[config.mk]
export PLATFORM = sky130hd
export DESIGN_NAME = alu_arbiter
export DESIGN_NICKNAME = d
export VERILOG_FILES = /design/src/rtl/alu_arbiter.sv
export SDC_FILE = /design/constraint.sdc
export NUM_CORES = 1
export LEC_CHECK = 0
export ABC_CLOCK_PERIOD_IN_PS = 2100
export CAP_MARGIN = 30
export CORE_ASPECT_RATIO = 1.1
export CORE_MARGIN = 3
export CORE_UTILIZATION = 41
export DETAILED_ROUTE_END_ITERATION = 7
export PLACE_DENSITY = 0.81
export SYNTH_ARGS = -nofsm -noshare
export SYNTH_HDL_FRONTEND = slang
export SYNTH_SLANG_ARGS = --single-unit
[constraint.sdc]
create_clock -name iClk -period 2.1 [get_ports iClk]
set_clock_uncertainty 0.1 [all_clocks]
set_input_delay 0.42 -clock iClk [delete_from_list [all_inputs] [get_ports iClk]]
set_output_delay 0.42 -clock iClk [all_outputs]
set_load 0.02 [all_outputs]
[src/rtl/alu_arbiter.sv]
// Round-robin front end sharing one combinational ALU between two requesters; result valid 2 cycles after accept.
// Accepts only in IDLE, holds each response until consumed, so a stalled consumer stalls both requesters.
`ifndef ALU_CWIDTH
`define ALU_CWIDTH 4
`endif
`ifndef ALU_OP_ADD
`define ALU_OP_ADD  4'd0
`define ALU_OP_SUBU 4'd3
`define ALU_OP_AND  4'd4
`define ALU_OP_OR   4'd5
`define ALU_OP_CLZ  4'd10
`endif

module alu_arbiter #(
  parameter int CW = `ALU_CWIDTH
) (
  input  logic          iClk,
  input  logic          iRst_n,
  input  logic          iReqValid0,
  input  logic          iReqValid1,
  output logic          oReqReady0,
  output logic          oReqReady1,
  input  logic [31:0]   iA0,
  input  logic [31:0]   iB0,
  input  logic [31:0]   iA1,
  input  logic [31:0]   iB1,
  input  logic [CW-1:0] iOp0,
  input  logic [CW-1:0] iOp1,
  output logic          oRspValid0,
  output logic          oRspValid1,
  input  logic          iRspReady0,
  input  logic          iRspReady1,
  output logic [31:0]   oResult0,
  output logic [31:0]   oResult1,
  output logic [3:0]    oFlags0,
  output logic [3:0]    oFlags1,
  output logic [31:0]   oAluA,
  output logic [31:0]   oAluB,
  output logic [CW-1:0] oAluOp,
  input  logic [31:0]   iAluResult,
  input  logic          iAluZero,
  input  logic          iAluCarry,
  input  logic          iAluNegative,
  input  logic          iAluOverflow,
  output logic          oBusy
);

  typedef enum logic [1:0] {IDLE, EXEC, RESP} state_t;

  typedef struct packed {
    logic [31:0]   a;
    logic [31:0]   b;
    logic [CW-1:0] op;
  } opnd_t;

  state_t      rState;
  opnd_t       rOpnd;
  logic        rPrio;
  logic        rGrant;
  logic [31:0] rResult0;
  logic [31:0] rResult1;
  logic [3:0]  rFlags0;
  logic [3:0]  rFlags1;
  logic        rRspValid0;
  logic        rRspValid1;

  logic        pick0;
  logic        pick1;
  logic        rspDone;
  logic [3:0]  aluFlags;

  // Grant decision is kept free of the reset net; reset only masks the outputs.
  always_comb begin
    pick0 = 1'b0;
    pick1 = 1'b0;
    if (rState == IDLE) begin
      if (iReqValid0 && iReqValid1) begin
        pick0 = !rPrio;
        pick1 = rPrio;
      end else begin
        pick0 = iReqValid0;
        pick1 = iReqValid1;
      end
    end
  end

  assign rspDone  = (rState == RESP) &&
                    (rGrant ? (rRspValid1 && iRspReady1) : (rRspValid0 && iRspReady0));
  assign aluFlags = {iAluZero, iAluCarry, iAluNegative, iAluOverflow};

  always_ff @(posedge iClk or negedge iRst_n) begin
    if (!iRst_n) begin
      rState     <= IDLE;
      rOpnd      <= '0;
      rPrio      <= 1'b0;
      rGrant     <= 1'b0;
      rResult0   <= '0;
      rResult1   <= '0;
      rFlags0    <= '0;
      rFlags1    <= '0;
      rRspValid0 <= 1'b0;
      rRspValid1 <= 1'b0;
    end else begin
      case (rState)
        IDLE: begin
          if (pick0 || pick1) begin
            rOpnd  <= pick1 ? {iA1, iB1, iOp1} : {iA0, iB0, iOp0};
            rGrant <= pick1;
            rState <= EXEC;
          end
        end
        EXEC: begin
          if (rGrant) begin
            rResult1   <= iAluResult;
            rFlags1    <= aluFlags;
            rRspValid1 <= 1'b1;
          end else begin
            rResult0   <= iAluResult;
            rFlags0    <= aluFlags;
            rRspValid0 <= 1'b1;
          end
          rState <= RESP;
        end
        RESP: begin
          if (rspDone) begin
            rRspValid0 <= 1'b0;
            rRspValid1 <= 1'b0;
            rPrio      <= !rGrant;
            rState     <= IDLE;
          end
        end
        default: rState <= IDLE;
      endcase
    end
  end

  assign oReqReady0 = pick0 && iRst_n;
  assign oReqReady1 = pick1 && iRst_n;
  assign oRspValid0 = rRspValid0;
  assign oRspValid1 = rRspValid1;
  assign oResult0   = rResult0;
  assign oResult1   = rResult1;
  assign oFlags0    = rFlags0;
  assign oFlags1    = rFlags1;
  assign oAluA      = rOpnd.a;
  assign oAluB      = rOpnd.b;
  assign oAluOp     = rOpnd.op;
  assign oBusy      = (rState != IDLE);

endmodule

Word-level counts from Yosys, hierarchy flattened
Cells that the tools add are included.

operators by class
  equal/unequal tests = 6
  muxes and demuxes = 14
  reductions and logical operators = 19
  bitwise gates (word level) = 1

operators with widths
  cell                                                    count
  two-way mux 68 bit                                      1
  AND reduction 2 bit                                     5
  two-way mux 1 bit                                       8
  logical AND 1 bit                                       6
  inequality test 2 bit (second input constant)           3
  case mux 2 bit (3 select lines)                         1
  AND reduction 3 bit                                     2
  two-way mux 2 bit                                       2
  case mux 1 bit (2 select lines)                         2
  nonzero test 2 bit                                      2
  equality test 2 x 1 -> 1 bit (second input constant)    1
  equality test 2 bit (second input constant)             1
  zero test 1 bit                                         2
  zero test 2 bit                                         1
  inequality test 2 x 1 -> 1 bit (second input constant)  1
  logical OR 1 bit                                        1
  NOT 1 bit                                               1

word-level totals
  output and inout port bits = 145
  bits in registers = 146
  word-level logic and storage cells = 52

Depth between registers and ports, before layout
Gate-level depths: netlist of the first run.

  depth after elaboration = 6
  mapped depth = 7
  depth with buffers taken out = 4

Least setup slack after synthesis of the first run
No wires, ideal clock.

  path type = reg2out
  start point = register rState[0]
  end point = output oReqReady0
  stages on the path, launching flop included = 6
  arrival = 1.373 ns
  buffers on the path = 2
  data required time = 1.580 ns
  path slack = 0.207 ns
  cell sequence = dfrtp_1 -> buf_2 -> nor2_4 -> clkbuf_1 -> nand3_1 -> a21oi_1

on the way
  longest elaborated chain between the ends = 3

ends and longest elaborated chain
  element                 RTL line  RTL
  from (decl)             56        state_t rState;
  from (signal assigned)  93        rState <= IDLE;
  from (signal assigned)  109       rState <= EXEC;
  from (signal assigned)  122       rState <= RESP;
  zero test 2 bit         76        if (rState == IDLE) begin
  two-way mux 1 bit       76
  logical AND 1 bit       137       assign oReqReady0 = pick0 && iRst_n;
  to (decl)               21        output logic oReqReady0,

Every way passes these cells.

Worst setup path after layout of the first run
  start point = register rState[1]
  end point = output oReqReady0

The elaborated chain is that of the path after synthesis.

==> results of run 1 <==
==> per-stage QoR <==
| step | util | setup TNS [ns] | total power, mW | std cells |
|---|---|---|---|---|
| after detailed placement | 0.635 | -18.03 | 14.3 | 1063 |
| after global placement | 0.635 | -15.15 | 14.1 | 1063 |
| after CTS | 0.677 | 0 | 17.6 | 1098 |
| after floorplan | - | 0 | 10.0 | 581 |
| final | 0.680 | 0 | 17.6 | 1100 |
| after global routing | 0.680 | -0.00560 | 18.5 | 1100 |
==> flip-flops by register name (all words and copies together) (netlist names) <==
name / flops
rGrant: 1
oAluOp: 4
oResult0: 32
oResult1: 32
oAluA: 32
rState: 2
oRspValid0: 1
oAluB: 32
oFlags0: 4
oFlags1: 4
oRspValid1: 1
rPrio: 1
==> synth_stat cells (all sizes together) <==
| master | count |
|---|---|
| nand3 | 3 |
| nor3b | 1 |
| mux2 | 72 |
| and3 | 1 |
| o311ai | 68 |
| dfrtp | 146 |
| buf | 24 |
| a21oi | 4 |
| nand2b | 3 |
| o211ai | 1 |
| clkbuf | 36 |
| and2 | 1 |
| inv | 73 |
| nand3b | 1 |
| o21ai | 73 |
| nand2 | 3 |
| a21o | 1 |
| nand4 | 68 |
| nor2 | 2 |
==> path summary, 6_finish.rpt <==
kind / to / slack [ns] / depth (start not counted)
worst max-delay path: oReqReady0 / 0.06 / 6
worst min-delay path: oAluB[13]$_DFFE_PN0P_ / 0.06 / 2
worst max register to register: oAluB[23]$_DFFE_PN0P_ / 0.14 / 7
worst min register to register: oResult1[5]$_DFFE_PN0P_ / 0.40 / 1
max in group asynchronous: oAluA[4]$_DFFE_PN0P_ / 1.23 / 2
min in group iClk: oResult1[5]$_DFFE_PN0P_ / 0.40 / 1
==> cell families (layout without fill, tap and decap cells) <==
group,Yosys count,count (layout),synth area share
AO/OA/AOI/OAI,147,147,0.166
flip-flops,146,146,0.546
buffers and inverters,133,452,0.0883
AND/OR/NAND/NOR,83,83,0.0782
multiplexers,72,72,0.121
==> final cells by class <==
class / count / area, um2
Clock buffer: 18 / 429
Fill cell: 1188 / 5070
Multi-Input combinational cell: 302 / 2490
Tap cell: 200 / 250
Sequential cell: 146 / 3650
Inverter: 73 / 274
Timing Repair Buffer: 347 / 3510
Clock inverter: 14 / 164
==> metal layers <==
layer | vias up | track usage | part of all wire
met3 | 31 | 0.0820 | 0.083
li1 | 2765 | - | -
met2 | 297 | 0.396 | 0.50
met4 | 0 | 0.0810 | 0.022
met1 | 2968 | 0.282 | 0.40
met5 | - | 0 | 0
==> worst max-delay path: stages, from the launching register on <==
cell and delay (ns):
dfrtp_1 0.41, nor2_4 0.13, buf_6 0.12, buf_12 0.09
nand3_4 0.07, a21oi_4 0.14, buf_6 0.14
==> what timing repair did <==
item                                   CTS  global route
gates cloned                             1             0
resized for setup                       12             7
endpoints found under the hold margin    0             0
setup endpoints to repair                3             1
setup buffers                            2             2
pin swaps                                1             1
==> power breakdown <==
| group | leakage [nW] | switching [mW] | total, mW | internal [mW] |
|---|---|---|---|---|
| Combinational | 2.45 | 4.87 | 9.46 | 4.60 |
| Sequential | 1.72 | 0.724 | 5.01 | 4.28 |
| Clock | 0.287 | 1.30 | 3.09 | 1.79 |
==> run_results.csv, run 1 <==
group,metric,value,unit
status,status,"completed",
floorplanning,coreArea,15900,um2
place,hpwl,14500,um
global_routing,grt_pass1_wl,33200,um
synthesis,synth_top_area_frac,0.546,
floorplanning,initial_core_util,0.422,
synthesis,synth.distinct_cells,26,
drt,drc,0,
global_routing,antenna_found_initial,0,
sta,worst_slew_pin_slew,0.809,ns
sta,final_max_slew_viol_count,0,
sta,timing.fmax,0.491,GHz
place,place.gp.congestion,0.803,
power_and_ir_drop,ir_drop,0.704,mV
floorplanning,pin_count,323,
global_routing,grt_max_degree,147,
clocking,cts_tree,"yes",
floorplanning,dieWidth,128,um
clocking,clockBufferDepth,2,
setup_path,path_class,"reg -> out",
synthesis,synth_area,6690,um2
place,port_buffers,322,
sta,holdWs,0.0596,ns
finish,nets,1065,
global_routing,grt.overflow.total,0,
setup_path,required,1.58,ns
synthesis,yosys_warnings,0,
clocking,clkSinkCount,146,
place,place_area,10100,um2
global_routing,grt_use_total,0.236,
synthesis,synthTopCellsByArea,"dfrtp_1, mux2_2, o311ai_1, nand4_1, o21ai_0",
clocking,cts_root_buffer,"clkbuf_16",
drt,viasPerCell,5.51,
synthesis,yosys.area.top_type,"dfrtp_1",
global_routing,grt_pass1_vias,6005,
synthesis,syn_nets,759,
drt,firstDrtPassIters,5,
clocking,hold_buffers,0,
drt,wl_per_cell,19.7,um
drt,num_vias,6061,
sta,slew_headroom,0.461,
sta,setup_ws,0.0629,ns
place,pre_cts_slack,-0.391,ns
drt,drt_iter0_drc,355,
drt,drt.antenna.violating_nets,0,
power_and_ir_drop,p_leak,4.46,nW
hold_path,hp-class,"in -> async",
clocking,htree_num_levels,4,
synthesis,ys_seq_elements,146,
synthesis,synth_cells,581,
finish,syn_to_final_growth,61.2,%
sta,hold_viol_final,0,
job,drv_cap,0,
setup_path,crit_path_max_fanout,3,
setup_path,reg2reg_from,"rState[1]$_DFFE_PN0P_",
sta,min_period_over_period,0.970,
clocking,cts_buffers,17,
synthesis,syn_area_per_cell,11.5,um2
finish,layout_commonest_cell,"clkdlybuf4s50_1",
clocking,clk_pin_slew,0.07,ns
sta,grt_setup_unrepaired,"yes",
sta,period_minus_slack,2.04,ns
setup_path,arrival,1.52,ns
finish,diodes,0,
floorplanning,die-area,17900,um2
finish,drive_gt1_frac,0.176,
sta,setup_viol,0,
finish,final_cell_mix,"clkdlybuf4s50_1, dfrtp_1, inv_1, mux2_2, o21ai_0",
setup_path,startpoint_type,"flip-flop",
floorplanning,num_rows,48,
clocking,worstSkewPairLatency,0.41,ns
setup_path,crit_start,"rState[1]$_DFFE_PN0P_",
setup_path,end_kind,"primary output",
drt,drt-total-wl,21600,um
synthesis,ys_seq_area_frac,0.546,
finish,fin_area,10800,um2
power_and_ir_drop,powerDensity,1630,nW/um2
floorplanning,dieHeight,140,um
Note: power is estimated with default switching activity, not from simulation.
==> run 2, diff against run 1 <==
GPL_TIMING_DRIVEN = 0   (was not set)
==> run_results.csv, run 2 (synthesis results as in run 1) <==
group,metric,value,unit
finish,final_cell_mix,"clkdlybuf4s50_1, dfrtp_1, inv_1, mux2_2, o21ai_0",
status,violations,"hold timing",
place,port_buffers,321,
setup_path,timing.rr.end,"oAluB[22]$_DFFE_PN0P_",
power_and_ir_drop,clock_power_share,0.178,
sta,hold_viol_final,57,
floorplanning,coreArea,15900,um2
finish,fin_util,0.687,
power_and_ir_drop,power.share.switching,0.396,
drt,viasPerCell,5.46,
finish,nets,1105,
global_routing,grt.overflow.total,0,
hold_path,hp-class,"in -> async",
drt,firstDrtPassIters,4,
power_and_ir_drop,internal-power,10.7,mW
job,drv_cap,0,
clocking,cts_root_buffer,"clkbuf_16",
floorplanning,pin_count,323,
clocking,clkSinkCount,146,
power_and_ir_drop,ir_drop,0.652,mV
place,pre_cts_slack,-0.862,ns
place,place.gp.congestion,0.840,
floorplanning,initial_core_util,0.422,
clocking,clockBufferDepth,2,
sta,final_max_slew_viol_count,0,
sta,grt_setup_unrepaired,"yes",
power_and_ir_drop,powerDensity,1630,nW/um2
drt,wl_per_cell,20.0,um
floorplanning,die-area,17900,um2
floorplanning,dieWidth,128,um
sta,holdWs,-0.231,ns
place,hpwl,16700,um
drt,drt-total-wl,22700,um
finish,diodes,0,
setup_path,r2r_cells,6,
finish,drive_gt1_frac,0.176,
clocking,worstSkewPairLatency,0.42,ns
sta,period_minus_slack,2.06,ns
drt,drt.antenna.violating_nets,0,
global_routing,grt_max_degree,61,
setup_path,crit_path_max_fanout,5,
power_and_ir_drop,combPwrFrac,0.538,
floorplanning,dieHeight,140,um
sta,worst_slew_pin_slew,0.639,ns
setup_path,path_class,"reg -> out",
sta,slew_headroom,0.571,
status,status,"complete, but fails checks",
power_and_ir_drop,p_sw,7.01,mW
global_routing,antenna_found_initial,0,
setup_path,r2r_slack,0.23,ns
sta,tns,0,ns
power_and_ir_drop,seq_power_share,0.284,
setup_path,reg2reg_from,"rPrio$_DFFE_PN0P_",
floorplanning,num_rows,48,
sta,setup_viol,0,
setup_path,required,1.58,ns
global_routing,grt_use_total,0.252,
finish,nFillCells,1176,
clocking,htree_num_levels,4,
finish,layout_commonest_cell,"clkdlybuf4s50_1",
setup_path,arrival,1.54,ns
drt,num_vias,6222,
sta,setup_ws,0.0353,ns
setup_path,startpoint_type,"flip-flop",
drt,drc,0,
sta,timing.fmax,0.484,GHz
power_and_ir_drop,p_leak,4.51,nW
clocking,clk_pin_slew,0.07,ns
global_routing,grt_pass1_wl,35000,um
global_routing,grt_pass1_vias,6340,
finish,syn_to_final_growth,62.8,%
clocking,cts_tree,"yes",
clocking,cts_buffers,17,
sta,min_period_over_period,0.983,
setup_path,end_kind,"primary output",
drt,drt_iter0_drc,208,
-- run 2: through the flow --
stage	instance area, um2	hold slack, ns	instances	power [mW]
floorplan	6690	0.0244	581	10.0
global placement	10100	0.385	1102	14.3
detailed placement	10200	0.338	1103	14.5
CTS	10900	-0.167	1139	17.8
global route	10900	-0.233	1140	18.6
finish	10900	-0.231	1140	17.7
-- run 2: how the worst max path moves through the flow --
stage | from | to | slack [ns] | depth (start not counted)
2_1_floorplan | rState[0]$_DFFE_PN0P_ | oReqReady0 | 0.21 | 5
3_3_place_gp | iRst_n | oAluA[31]$_DFFE_PN0P_ | -5.52 | 1
3_5_place_dp | iReqValid0 | oReqReady1 | -0.86 | 8
4_1_cts | rPrio$_DFFE_PN0P_ | oReqReady1 | -0.09 | 6
5_1_grt | rState[1]$_DFFE_PN0P_ | oReqReady0 | -0.05 | 5
6_report | rState[1]$_DFFE_PN0P_ | oReqReady0 | 0.04 | 5
-- run 2: cell type report --
class	instances	area, um2	share of cell area
Inverter	73	274	0.0252
Clock buffer	18	439	0.0403
Buffer	55	295	0.0271
Tap cell	200	250	0.0230
Timing Repair Buffer	332	3350	0.307
Multi-Input combinational cell	302	2460	0.226
Sequential cell	146	3660	0.336
Clock inverter	14	165	0.0152
-- run 2: timing repair --
| item | 4_1_cts | 5_1_grt |
|---|---|---|
| hold endpoints to repair | 57 | 57 |
| setup endpoints to repair | 3 | 3 |
| resized for setup | 31 | 5 |
| pin swaps | 2 | 2 |
| cloned | 1 | 0 |
| buffers inserted | 6 | 3 |
-- run 2: routing by layer --
metal / track usage / wire (um) / vias up
met2: 0.434 / 11600 / 308
met3: 0.0912 / 2080 / 31
met1: 0.290 / 8450 / 3041
li1: - / - / 2842
met5: 0 / 0 / -
met4: 0.0821 / 568 / 0
-- run 2: power by group through the flow --
stage	Sequential, mW	Clock [mW]	Combinational (mW)
after global routing	5.20	3.35	10.1
after global placement	5.00	0	9.25
after CTS	5.04	3.20	9.55
after floorplan	6.73	0	3.30
after detailed placement	5.06	0	9.39
final	5.03	3.14	9.52
-- run 2: critical path, stage by stage (launching register included) --
cell      delay [ns]
dfrtp_2         0.43
nor2_4          0.19
clkbuf_8        0.16
nand3_2         0.07
a21oi_2         0.14
buf_6           0.14
==> run 3, diff against run 2 <==
ABC_CLOCK_PERIOD_IN_PS = 1700   (was 2100)
CORE_UTILIZATION = 37   (was 41)
PLACE_DENSITY = 0.77   (was 0.81)
clock period = 1.7 ns   (was 2.1 ns; I/O delays follow)
==> run_results.csv, run 3 (synthesis results as in run 1) <==
group,metric,value,unit
sta,period_minus_slack,2.10,ns
setup_path,required,1.26,ns
finish,drive_gt1_frac,0.208,
setup_path,reg2reg_from,"rState[1]$_DFFE_PN0P_",
sta,tns,-5.26,ns
setup_path,crit_path_max_fanout,6,
power_and_ir_drop,ir_drop,0.845,mV
drt,num_vias,6307,
status,status,"complete, but fails checks",
drt,drt.antenna.violating_nets,0,
clocking,clockBufferDepth,2,
floorplanning,coreArea,17400,um2
setup_path,startpoint_type,"flip-flop",
hold_path,hp-class,"in -> async",
clocking,worstSkewPairLatency,0.42,ns
floorplanning,initial_core_util,0.384,
clocking,clk_pin_slew,0.07,ns
setup_path,path_class,"reg -> out",
global_routing,grt.overflow.total,0,
drt,drt-total-wl,24200,um
global_routing,grtUsageMet1,0.276,
sta,timing.fmax,0.475,GHz
finish,final_cell_mix,"clkdlybuf4s50_1, dfrtp_1, dlygate4sd2_1",
place,place.gp.congestion,0.831,
sta,setup_viol,70,
floorplanning,dieWidth,134,um
clocking,cts_buffers,17,
clocking,cts_tree,"yes",
drt,drc,0,
finish,layout_commonest_cell,"clkdlybuf4s50_1",
power_and_ir_drop,powerDensity,1930,nW/um2
finish,nFillCells,1435,
finish,syn_to_final_growth,66.6,%
drt,viasPerCell,5.30,
sta,min_period_over_period,1.24,
place,hpwl,17100,um
sta,holdWs,-0.253,ns
sta,worst_slew_pin_slew,0.700,ns
floorplanning,dieHeight,147,um
setup_path,timing.rr.end,"oResult0[3]$_DFFE_PN0P_",
clocking,htree_num_levels,4,
drt,drt_iter0_drc,260,
floorplanning,num_rows,50,
drt,wl_per_cell,20.3,um
setup_path,r2r_slack,-0.10,ns
global_routing,grt_use_total,0.234,
job,drv_cap,0,
setup_path,end_kind,"primary output",
global_routing,use_met3,0.0812,
setup_path,arrival,1.66,ns
global_routing,grt_max_degree,92,
drt,firstDrtPassIters,4,
status,violations,"hold timing, setup timing",
sta,setup_ws,-0.404,ns
global_routing,grt_pass1_vias,6590,
clocking,clkSinkCount,146,
sta,final_max_slew_viol_count,0,
power_and_ir_drop,p_leak,4.93,nW
sta,slew_headroom,0.530,
global_routing,grt_pass1_wl,36100,um
floorplanning,die-area,19700,um2
clocking,cts_root_buffer,"clkbuf_16",
global_routing,grt_use_met2,0.396,
global_routing,antenna_found_initial,0,
global_routing,busiest_layer,"met2",
sta,hold_viol_final,57,
power_and_ir_drop,p_total,21.6,mW
finish,diodes,0,
floorplanning,pin_count,323,
place,port_buffers,321,
setup_path,r2r_cells,6,
sta,grt_setup_unrepaired,"yes",
finish,nets,1121,
run 3: cell count changes in the layout (fill, tap and decap cells not counted), sizes merged:
cell / previous run / this run
buf: 33 / 49
bufbuf: 1 / 0
bufinv: 2 / 1
clkbuf: 54 / 55
clkdlybuf4s50: 316 / 174
clkinv: 0 / 4
dlygate4sd2: 1 / 142
inv: 81 / 79
run 3: how the worst max path moves through the flow:
| stage | start | slack [ns] | endpoint |
|---|---|---|---|
| finish | rState[1]$_DFFE_PN0P_ | -0.40 | oReqReady1 |
| global route | rState[1]$_DFFE_PN0P_ | -0.46 | oReqReady1 |
| CTS | rPrio$_DFFE_PN0P_ | -0.50 | oReqReady1 |
| detailed placement | iReqValid0 | -1.15 | oReqReady1 |
| global placement | iRst_n | -5.93 | oAluB[10]$_DFFE_PN0P_ |
| floorplan | rState[0]$_DFFE_PN0P_ | -0.01 | oReqReady0 |
run 3: timing repair:
item / CTS / global route
setup buffers: 12 / 10
hold endpoints to repair: 57 / 57
pin swaps: 2 / 3
endpoints found under the setup margin: 257 / 137
cloned: 0 / 4
gates resized for setup: 205 / 42
run 3: final cells by class:
cell class / count / area (um2) / share of cell area
Sequential cell: 146 / 3650 / 0.328
Timing Repair Buffer: 348 / 3360 / 0.302
Multi-Input combinational cell: 302 / 2570 / 0.231
Clock buffer: 17 / 425 / 0.0382
Buffer: 55 / 390 / 0.0350
Tap cell: 234 / 293 / 0.0263
Inverter: 73 / 280 / 0.0252
Clock inverter: 15 / 168 / 0.0151
run 3: worst max-delay path: stages (launching register included):
cell and delay (ns):
dfrtp_1 0.42, nor2_4 0.14, buf_12 0.12, and3_4 0.22
buf_8 0.10, and2_4 0.13, buf_6 0.11
run 3: layer usage:
metal / part of all wire / vias up
met5: 0 / -
met4: 0.025 / 0
met3: 0.087 / 41
met2: 0.50 / 286
met1: 0.39 / 3096
li1: - / 2884
run 3: per-stage QoR:
stage	worst slack [ns]	area [um2]	cells	hold slack, ns	utilization
4_1_cts	-0.500	10900	1179	-0.250	0.627
3_3_place_gp	-5.93	10200	1136	0.382	0.586
3_5_place_dp	-1.15	10200	1137	0.256	0.588
2_1_floorplan	-0.0104	6690	581	-0.0556	-
6_report	-0.404	11100	1190	-0.253	0.641
5_1_grt	-0.465	11100	1190	-0.221	0.641
run 3: where the power goes:
group / internal (mW) / total (mW) / switching, mW
clock network: 2.09 / 3.77 / 1.69
logic: 5.16 / 11.6 / 6.43
registers: 5.29 / 6.19 / 0.900
total: 12.5 / 21.6 / 9.02
